--- src/rtl/systolic_input_feeder.sv ---
// West-edge feeder for the systolic PE array: accepts one activation vector per
// cycle and drives each PE row with a diagonal skew of one cycle per row.
module systolic_input_feeder #(
    parameter int unsigned ROWS       = 2,
    parameter int unsigned DATA_WIDTH = 16,
    parameter int unsigned LEN_W      = 8
) (
    input  logic                       clk,
    input  logic                       rst,
    input  logic                       start,
    input  logic [LEN_W-1:0]           len,
    input  logic                       switch_en,
    output logic                       busy,
    output logic                       done,
    input  logic                       in_valid,
    output logic                       in_ready,
    input  logic [ROWS*DATA_WIDTH-1:0] in_data,
    output logic [ROWS*DATA_WIDTH-1:0] out_input,
    output logic [ROWS-1:0]            out_valid,
    output logic [ROWS-1:0]            out_switch
);

    localparam int unsigned CNT_W = $clog2(ROWS + 1);

    typedef enum logic [1:0] {
        S_IDLE,
        S_STREAM,
        S_DRAIN,
        S_DONE
    } state_t;

    state_t             state_q, state_d;
    logic [LEN_W-1:0]   rem_q, rem_d;
    logic [CNT_W-1:0]   drain_q, drain_d;
    logic               first_q, first_d;
    logic               busy_q, busy_d;
    logic               done_q, done_d;
    logic               in_ready_q, in_ready_d;
    logic               accept;
    logic               tag;

    // in_ready_q is high exactly while the FSM is in STREAM
    assign accept = in_valid & in_ready_q;
    assign tag    = accept & first_q;

    always_ff @(posedge clk or posedge rst) begin
        if (rst) begin
            state_q    <= S_IDLE;
            rem_q      <= '0;
            drain_q    <= '0;
            first_q    <= 1'b0;
            busy_q     <= 1'b0;
            done_q     <= 1'b0;
            in_ready_q <= 1'b0;
        end else begin
            state_q    <= state_d;
            rem_q      <= rem_d;
            drain_q    <= drain_d;
            first_q    <= first_d;
            busy_q     <= busy_d;
            done_q     <= done_d;
            in_ready_q <= in_ready_d;
        end
    end

    always_comb begin
        state_d = state_q;
        rem_d   = rem_q;
        drain_d = drain_q;
        first_d = first_q;
        case (state_q)
            S_IDLE: begin
                if (start) begin
                    if (len != '0) begin
                        rem_d   = len;
                        first_d = switch_en;
                        state_d = S_STREAM;
                    end else begin
                        state_d = S_DONE;
                    end
                end
            end
            S_STREAM: begin
                if (accept) begin
                    rem_d   = rem_q - LEN_W'(1);
                    first_d = 1'b0;
                    if (rem_q == LEN_W'(1)) begin
                        state_d = S_DRAIN;
                        drain_d = CNT_W'(ROWS);
                    end
                end
            end
            S_DRAIN: begin
                if (drain_q == '0) begin
                    state_d = S_DONE;
                end else begin
                    drain_d = drain_q - CNT_W'(1);
                end
            end
            S_DONE: begin
                state_d = S_IDLE;
            end
            default: begin
                state_d = S_IDLE;
            end
        endcase
        // Status outputs are registered copies of the next state
        busy_d     = (state_d != S_IDLE);
        done_d     = (state_d == S_DONE);
        in_ready_d = (state_d == S_STREAM);
    end

    assign busy     = busy_q;
    assign done     = done_q;
    assign in_ready = in_ready_q;

    // Row r: r+1 skew registers plus the output register; bubbles carry zero data
    for (genvar r = 0; r < ROWS; r++) begin : g_row
        localparam int unsigned DEPTH = r + 2;

        logic [DEPTH-1:0]      v_q, v_d;
        logic [DEPTH-1:0]      s_q, s_d;
        logic [DATA_WIDTH-1:0] d_q [DEPTH];
        logic [DATA_WIDTH-1:0] d_d [DEPTH];

        always_comb begin
            v_d    = {v_q[DEPTH-2:0], accept};
            s_d    = {s_q[DEPTH-2:0], tag};
            d_d[0] = accept ? in_data[r*DATA_WIDTH +: DATA_WIDTH] : '0;
            for (int j = 1; j < DEPTH; j++) begin
                d_d[j] = d_q[j-1];
            end
        end

        always_ff @(posedge clk or posedge rst) begin
            if (rst) begin
                v_q <= '0;
                s_q <= '0;
                for (int j = 0; j < DEPTH; j++) begin
                    d_q[j] <= '0;
                end
            end else begin
                v_q <= v_d;
                s_q <= s_d;
                for (int j = 0; j < DEPTH; j++) begin
                    d_q[j] <= d_d[j];
                end
            end
        end

        assign out_valid[r]                              = v_q[DEPTH-1];
        assign out_switch[r]                             = s_q[DEPTH-1];
        assign out_input[r*DATA_WIDTH +: DATA_WIDTH]     = d_q[DEPTH-1];
    end

endmodule

--- config.mk ---
export PLATFORM = sky130hd
export DESIGN_NAME = systolic_input_feeder
export DESIGN_NICKNAME = d
export VERILOG_FILES = /design/src/rtl/systolic_input_feeder.sv
export SDC_FILE = /design/constraint.sdc
export NUM_CORES = 1
export LEC_CHECK = 0
export CAP_MARGIN = 20
export CORE_ASPECT_RATIO = 1.1
export CORE_UTILIZATION = 45
export CTS_BUF_LIST = sky130_fd_sc_hd__clkbuf_4 sky130_fd_sc_hd__clkbuf_8
export DETAILED_ROUTE_END_ITERATION = 8
export GPL_TIMING_DRIVEN = 0
export PLACE_DENSITY = 0.84
export SLEW_MARGIN = 20
export SYNTH_ARGS = -nofsm -noshare
export SYNTH_HDL_FRONTEND = slang
export SYNTH_SLANG_ARGS = --single-unit
--- constraint.sdc ---
create_clock -name clk -period 3.2 [get_ports clk]
set_input_delay 0.64 -clock clk [delete_from_list [all_inputs] [get_ports clk]]
set_output_delay 0.64 -clock clk [all_outputs]
set_load 0.03 [all_outputs]
==> results of run 1 <==
-- cells in the final DEF, fill, tap and decap left out, types with 6 or more instances in the layout --
master and n:
clkbuf_8 9, dfrtp_1 102, a21oi_1 8, clkbuf_1 8, nor2_1 6, and3_1 33, o21ai_0 10, clkdlybuf4s50_1 83
-- power groups by stage --
stage / clock [mW] / sequential [mW] / combinational [mW]
after detailed placement: 0 / 1.56 / 0.642
final: 0.718 / 1.53 / 0.636
after floorplan: 0 / 1.63 / 0.305
after CTS: 0.747 / 1.53 / 0.642
after global placement: 0 / 1.55 / 0.609
after global routing: 0.805 / 1.55 / 0.696
-- registers in the layout, summed over array words and instances, names as in the netlist --
| signal | count |
|---|---|
| busy | 1 |
| done | 1 |
| drain_q | 2 |
| first_q | 1 |
| g_row.d_d | 48 |
| g_row.s_q | 3 |
| g_row.v_q | 3 |
| in_ready | 1 |
| out_input | 32 |
| rem_q | 8 |
| state_q | 2 |
-- path summary, 6_finish.rpt --
check	cells after the start	start	to	slack [ps]
max in group asynchronous	3	rst	g_row[1].d_d[20]	1840
min	0	g_row[0].d_d[6]	out_input[6]	340
min in group asynchronous	2	rst	out_input[6]	760
max	1	in_ready	in_ready	960
max reg2reg	6	state_q[1]	rem_q[0]	1360
min reg2reg	0	g_row[0].d_d[6]	out_input[6]	340
-- layout make-up --
cell class,count,area (um^2),area share
plain buffers,14,71.3,0.0158
multi-input cells,110,718,0.159
clock inverters,7,56.3,0.0124
clock buffers,9,124,0.0274
flip-flops and latches,102,2550,0.564
well taps,85,106,0.0235
repair buffers,85,871,0.192
inverters,6,26.3,0.00581
-- cells by family (layout without fill, tap and decap cells) --
family	Yosys count	after routing	synth area share
AO/OA/AOI/OAI	36	36	0.0677
adder cells (fa/ha/maj)	3	3	0.0112
flip-flops	102	102	0.759
AND/OR/NAND/NOR	69	69	0.129
multiplexers	2	2	0.00595
buffers and inverters	20	121	0.0279
-- routing by layer --
metal	up-vias	wire length, um	share of wire
met1	986	2390	0.41
met5	-	0	0
met4	0	116	0.020
li1	999	-	-
met3	15	291	0.049
met2	70	3100	0.52
==> qor.txt, run 1 <==
Top cells by area, synth - dfrtp_1 (76%), and3_1 (6.1%), o21ai_0 (1.5%)
Gp weighted congestion - 0.839
Worst Skew - 10.1 ps
Post-DP HPWL - 4230 um
CP arrival - 1600 ps
Startpoint types - flip-flop
Final setup margin - 959 ps
Antenna cells - 0
RSZ-0062 raised after global routing - false
Syn Inst Count - 232
Async SR Flop Fraction - 1.00
Die height - 92.7 um
First-pass GRT wire length - 10000 um
CTS buffer count - 9
Max-slew headroom - 0.540
Largest net degree at the start of global routing - 39
Hold crit path type - flip-flop to flip-flop
Row cnt - 32
Clock network fraction of total power - 0.249
Met3 Usage GRT - 0.0339
Smallest hold slack - 342 ps
Critical path class - flip-flop to output port
Initial Utilization - 0.472
Met2 Usage GRT - 0.283
Worst path required time - 2560 ps
Status - complete, but fails checks
Flops & latches, synth - 102
Slew Limit Fails - 0
Slew @ Worst Pin - 689 ps
Syn Area/Cell - 14.5 um^2
Yosys top cell by area - dfrtp_1
PortBufs - 83
Kind of end point of the critical path - output port
Sequential-to-total area share from yosys stat - 0.759
Area share of the leading cell type in the synthesized netlist - 0.759
Synth warn - 0
DR iter-0 viols - 47
Core area - 7130 um^2
Sink Count - 102
Hold buffer count at cts - 0
Fin util - 0.635
P_leak - 2.12 nW
Max FO, Critical Path - 9
Routed wire length - 5900 um
WL/cell - 14.1 um
Failing checks - design-rule violations
Combinational share of power - 0.220
TritonCTS clock tree - yes
Mapped cell area - 3360 um^2
Switching power - 865 uW
Synthesis-to-finish area growth - 34.5%
Via density - 4.95
Final #Nets - 376
Final TNS setup - 0 ps
Final Non-Filler Cells - 418
Tmin final - 2240 ps
Fmax - 446 MHz
Part of the power in registers - 0.531
Post-route cell area - 4530 um^2
Die X - 84.4 um
Post-synth EDFFs - 0
Placed Cells - 402
Critical-path cell list - clkdlybuf4s50_1
DP Area - 4350 um^2
Met1 Use GR - 0.207
Most common cell in the netlist - dfrtp_1
Final Setup Violations - 0
Io pins - 84
Post-CTS resize count - 0
Pwr dens - 637 nW/um^2
Tot GR Track Use - 0.167
Endpoints failing hold - 0
Share of post-route cells with drive strength above 1 - 0.0901
Worst slack, placed - 598 ps
Critical path buffers and inverters - 1
Drt first pass iters - 6
CTS Root Cell - clkbuf_8
Commonest cells in the netlist - dfrtp_1 (102), and3_1 (33), o21ai_0 (10), a21oi_1 (8), clkbuf_1 (8)
Slowest CP cell - clkdlybuf4s50_1
Synth unique cells - 37
Top cell family by delay on the critical path - buffers and inverters
Longest Clk Path Bufs - 2
Die area - 7830 um^2
Drt drc - 6
Vias - 2070
Fin crit share - 0.700
Number of antenna violations at the first check in global routing - 0
Max-cap violation count - 0
H-Tree Depth - 3
Busiest grt layer - met2
Slowest cell delay on critical path - 740 ps
Total power - 2.88 mW
Syn nets - 280
Pint - 2.02 mW
Net Sw Frac - 0.300
GR Overflow Total - 0
Antenna Violating Nets Remaining - 0
Vias in the first global route - 2115
Fill cell count - 572
Clock slew seen by the registers of the worst setup and hold paths - 90 ps
Top FF cell, synth - dfrtp_1
Post-CTS setup buffer count - 0
Maximum vdd ir drop - 264 uV
Worst skew pair latency - 350 ps
Note: power is estimated with default switching activity, not from simulation.
==> run 2, diff against run 1 <==
--- a/config.mk
+++ b/config.mk
@@ -7,11 +7,11 @@
 export LEC_CHECK = 0
 export CAP_MARGIN = 20
 export CORE_ASPECT_RATIO = 1.1
-export CORE_UTILIZATION = 45
+export CORE_UTILIZATION = 50
 export CTS_BUF_LIST = sky130_fd_sc_hd__clkbuf_4 sky130_fd_sc_hd__clkbuf_8
 export DETAILED_ROUTE_END_ITERATION = 8
 export GPL_TIMING_DRIVEN = 0
-export PLACE_DENSITY = 0.84
+export PLACE_DENSITY = 0.88
 export SLEW_MARGIN = 20
 export SYNTH_ARGS = -nofsm -noshare
 export SYNTH_HDL_FRONTEND = slang
==> constraint.sdc (replaced) <==
create_clock -name clk -period 2.16 [get_ports clk]
set_input_delay 0.432 -clock clk [delete_from_list [all_inputs] [get_ports clk]]
set_output_delay 0.432 -clock clk [all_outputs]
set_load 0.03 [all_outputs]
==> qor.txt, run 2 (synthesis results as in run 1) <==
Slew Limit Fails - 0
RR Startpoint - state_q[1]
Row cnt - 30
Max FO, Critical Path - 9
Synthesis-to-finish area growth - 35.3%
Share of post-route cells with drive strength above 1 - 0.0928
Startpoint types - flip-flop
Drt drc - 0
Final TNS setup - 0 ps
Via density - 5.18
Core area - 6340 um^2
Max-slew headroom - 0.671
Antenna cells - 0
Die area - 7060 um^2
Fmax - 485 MHz
Largest net degree at the start of global routing - 31
Worst skew pair latency - 360 ps
Fin crit share - 0.954
Post-DP HPWL - 4660 um
Critical-path cell list - clkdlybuf4s50_1
Final Setup Violations - 0
Antenna Violating Nets Remaining - 0
R2R depth - 6
Worst Skew - 13.8 ps
Longest Clk Path Bufs - 2
Vias in the first global route - 2064
Crit path from - in_ready
First-pass GRT wire length - 10400 um
Clock slew seen by the registers of the worst setup and hold paths - 90 ps
RSZ-0062 raised after global routing - false
Routed wire length - 6530 um
Pwr dens - 953 nW/um^2
Stages on the worst setup path - 1
R2r endpoint - rem_q[0]
Gp weighted congestion - 0.830
Post-route cell area - 4550 um^2
WL/cell - 15.8 um
Critical Path Sink - in_ready
CTS Root Cell - clkbuf_8
Io pins - 84
Placed Cells - 398
Critical path class - flip-flop to output port
Slew @ Worst Pin - 493 ps
DP Area - 4370 um^2
Max-cap violation count - 0
Register area - 2550 um^2
TritonCTS clock tree - yes
P_leak - 2.13 nW
Post-CTS resize count - 0
Area of the multi-input gates - 718 um^2
Largest register FFs - 48
Sink Count - 102
PortBufs - 83
Die X - 80.2 um
GR Overflow Total - 0
Most frequent cells in the layout - dfrtp_1 (102), clkdlybuf4s50_1 (83), and3_1 (33), o21ai_0 (10), clkbuf_8 (9)
Internal reg-to-reg setup slack - 330 ps
Status - completed
Endpoints failing hold - 0
Tot GR Track Use - 0.204
Post-CTS setup buffer count - 0
Fill cell count - 378
Most common cell after layout, fill and taps aside - dfrtp_1
H-Tree Depth - 3
Final Non-Filler Cells - 414
CP arrival - 1630 ps
Top cell family by delay on the critical path - buffers and inverters
Worst path required time - 1730 ps
Hold buffer count at cts - 0
Vias - 2144
Drt first pass iters - 4
DR iter-0 viols - 132
Critical path buffers and inverters - 1
Slowest cell delay on critical path - 740 ps
Final #Nets - 377
CTS buffer count - 9
Number of antenna violations at the first check in global routing - 0
Hold crit path type - flip-flop to flip-flop
Die height - 88.0 um
Initial Utilization - 0.530
Tmin final - 2060 ps
Slowest CP cell - clkdlybuf4s50_1
Kind of end point of the critical path - output port
Maximum vdd ir drop - 559 uV
## run 2: cell count changes in the layout (fill, tap and decap cells not counted), sizes merged
cell    change
buf         +1
clkbuf      +1
clkinv      -1
## run 2: routing by layer
layer  vias to the layer above  GRT usage  wire [um]
met5                         -          0          0
met4                         0     0.0633         61
met3                         6     0.0635        357
met2                        89      0.329       3340
met1                      1050      0.268       2780
li1                        999          -          -
## run 2: worst min-delay path by stage
stage	from	endpoint	slack (ps)	depth (start not counted)
3_5_place_dp	g_row[0].d_d[10]	out_input[10]	330	0
5_1_grt	g_row[1].d_d[14]	out_input[30]	360	0
6_report	g_row[0].d_d[11]	out_input[11]	350	0
2_1_floorplan	g_row[1].d_d[16]	g_row[1].d_d[0]	330	0
3_3_place_gp	g_row[1].d_d[19]	g_row[1].d_d[3]	330	0
4_1_cts	g_row[1].d_d[19]	g_row[1].d_d[3]	360	0
## run 2: layout make-up
cell class,count,area share
Sequential cell,102,0.561
Timing Repair Buffer,86,0.197
Multi-Input combinational cell,110,0.158
Clock buffer,10,0.0289
Tap cell,80,0.0220
Buffer,14,0.0157
Clock inverter,6,0.0118
Inverter,6,0.00577
## run 2: per-stage QoR
stage	power, mW	hold WS, ps	utilization	worst slack, ps
finish	4.34	351	0.718	99.0
global route	4.57	360	0.718	36.0
CTS	4.36	357	0.718	78.0
detailed placement	3.26	335	0.688	-171
global placement	3.19	331	0.678	-337
floorplan	2.87	331	-	382
## run 2: power breakdown
| part | internal [mW] | switching, mW | leakage (nW) | total [mW] |
|---|---|---|---|---|
| combinational | 0.426 | 0.532 | 0.739 | 0.958 |
| clock | 0.454 | 0.649 | 0.0981 | 1.10 |
| sequential | 2.13 | 0.140 | 1.29 | 2.27 |
| total | 3.02 | 1.32 | 2.13 | 4.34 |
==> run 3, diff against run 2 <==
--- a/config.mk
+++ b/config.mk
@@ -7,11 +7,10 @@
 export LEC_CHECK = 0
 export CAP_MARGIN = 20
 export CORE_ASPECT_RATIO = 1.1
-export CORE_UTILIZATION = 50
-export CTS_BUF_LIST = sky130_fd_sc_hd__clkbuf_4 sky130_fd_sc_hd__clkbuf_8
+export CORE_UTILIZATION = 48
 export DETAILED_ROUTE_END_ITERATION = 8
 export GPL_TIMING_DRIVEN = 0
-export PLACE_DENSITY = 0.88
+export PLACE_DENSITY = 0.85
 export SLEW_MARGIN = 20
 export SYNTH_ARGS = -nofsm -noshare
 export SYNTH_HDL_FRONTEND = slang
==> qor.txt, run 3 (synthesis results as in run 1) <==
Startpoint types - flip-flop
Slowest CP cell - clkdlybuf4s50_1
Maximum vdd ir drop - 631 uV
Fin util - 0.686
WL/cell - 15.6 um
Longest Clk Path Bufs - 2
Post-DP HPWL - 4610 um
Worst Skew - 12.4 ps
Synthesis-to-finish area growth - 36.0%
Post-CTS resize count - 0
Kind of end point of the critical path - output port
Die X - 81.8 um
Io pins - 84
Max FO, Critical Path - 9
Endpoints failing hold - 0
Die height - 89.8 um
Final setup margin - 92.4 ps
Slew @ Worst Pin - 507 ps
Tmin final - 2070 ps
Drt first pass iters - 6
Max-slew headroom - 0.662
CTS buffer count - 9
RR Startpoint - state_q[1]
Most frequent cells in the layout - dfrtp_1 (102), clkdlybuf4s50_1 (83), and3_1 (33), o21ai_0 (10), clkbuf_8 (10)
Worst skew pair latency - 350 ps
Slew Limit Fails - 0
Antenna Violating Nets Remaining - 0
GR Overflow Total - 0
Largest register FFs - 48
CTS Root Cell - clkbuf_8
Slowest cell delay on critical path - 740 ps
Max-cap violation count - 0
Hold crit path type - flip-flop to flip-flop
H-Tree Depth - 3
Core area - 6670 um^2
Gp weighted congestion - 0.932
Fmax - 484 MHz
Final #Nets - 377
Die area - 7350 um^2
Routed wire length - 6480 um
Post-CTS setup buffer count - 0
Final Setup Violations - 0
Fin crit share - 0.957
CP arrival - 1640 ps
Initial Utilization - 0.504
Sink Count - 102
Worst path required time - 1730 ps
Drt drc - 0
Critical path class - flip-flop to output port
Hold buffer count at cts - 0
Crit path from - in_ready
Most common cell after layout, fill and taps aside - dfrtp_1
Status - completed
Worst slack, placed - -227 ps
Largest net degree at the start of global routing - 36
DR iter-0 viols - 84
Antenna cells - 0
PortBufs - 83
Via density - 5.11
Clock slew seen by the registers of the worst setup and hold paths - 90 ps
Critical-path cell list - clkdlybuf4s50_1
Vias - 2126
Tot GR Track Use - 0.193
Top cell family by delay on the critical path - buffers and inverters
First-pass GRT wire length - 10400 um
Share of post-route cells with drive strength above 1 - 0.0898
Smallest hold slack - 354 ps
Vias in the first global route - 2162
Number of antenna violations at the first check in global routing - 0
P_leak - 2.14 nW
Pwr dens - 968 nW/um^2
Critical path buffers and inverters - 1
TritonCTS clock tree - yes
RSZ-0062 raised after global routing - false
Row cnt - 31
Hold path startpoint - g_row[1].d_d[20]
run 3: layout make-up:
class,count,area [um^2]
clock buffers,11,141
well taps,82,103
repair buffers,86,898
multi-input cells,110,718
clock inverters,5,66.3
fillers,475,2090
flip-flops and latches,102,2550
inverters,6,26.3
plain buffers,14,71.3
run 3: path summary, 6_finish.rpt:
kind                                    endpoint  slack [ps]  cells after the start
worst max-delay path                    in_ready          90                      1
worst min-delay path             g_row[1].d_d[4]         350                      0
worst max register to register          rem_q[0]         310                      6
worst min register to register   g_row[1].d_d[4]         350                      0
max in group asynchronous       g_row[1].d_d[25]        1040                      4
min in group asynchronous           out_input[8]         440                      2
run 3: metrics by stage:
step | std cells | cell area (um^2) | power [mW] | setup TNS [ps]
floorplan | 232 | 3370 | 2.87 | 0
global placement | 397 | 4300 | 3.20 | -38920
detailed placement | 400 | 4370 | 3.27 | -1710
CTS | 416 | 4580 | 4.48 | 0
global route | 416 | 4580 | 4.68 | 0
finish | 416 | 4580 | 4.43 | 0
run 3: layer usage:
layer | up-vias | GRT usage | share of wire
li1 | 1000 | - | -
met1 | 1034 | 0.242 | 0.41
met2 | 84 | 0.309 | 0.52
met3 | 8 | 0.0599 | 0.058
met4 | 0 | 0.0746 | 0.017
met5 | - | 0 | 0
run 3: where the power goes:
part           leakage [nW]  internal, mW  switching [mW]  total [mW]
combinational         0.739         0.428           0.525       0.952
clock                 0.102         0.582           0.624        1.21
sequential             1.29          2.13           0.140        2.27
total                  2.14          3.14            1.29        4.43
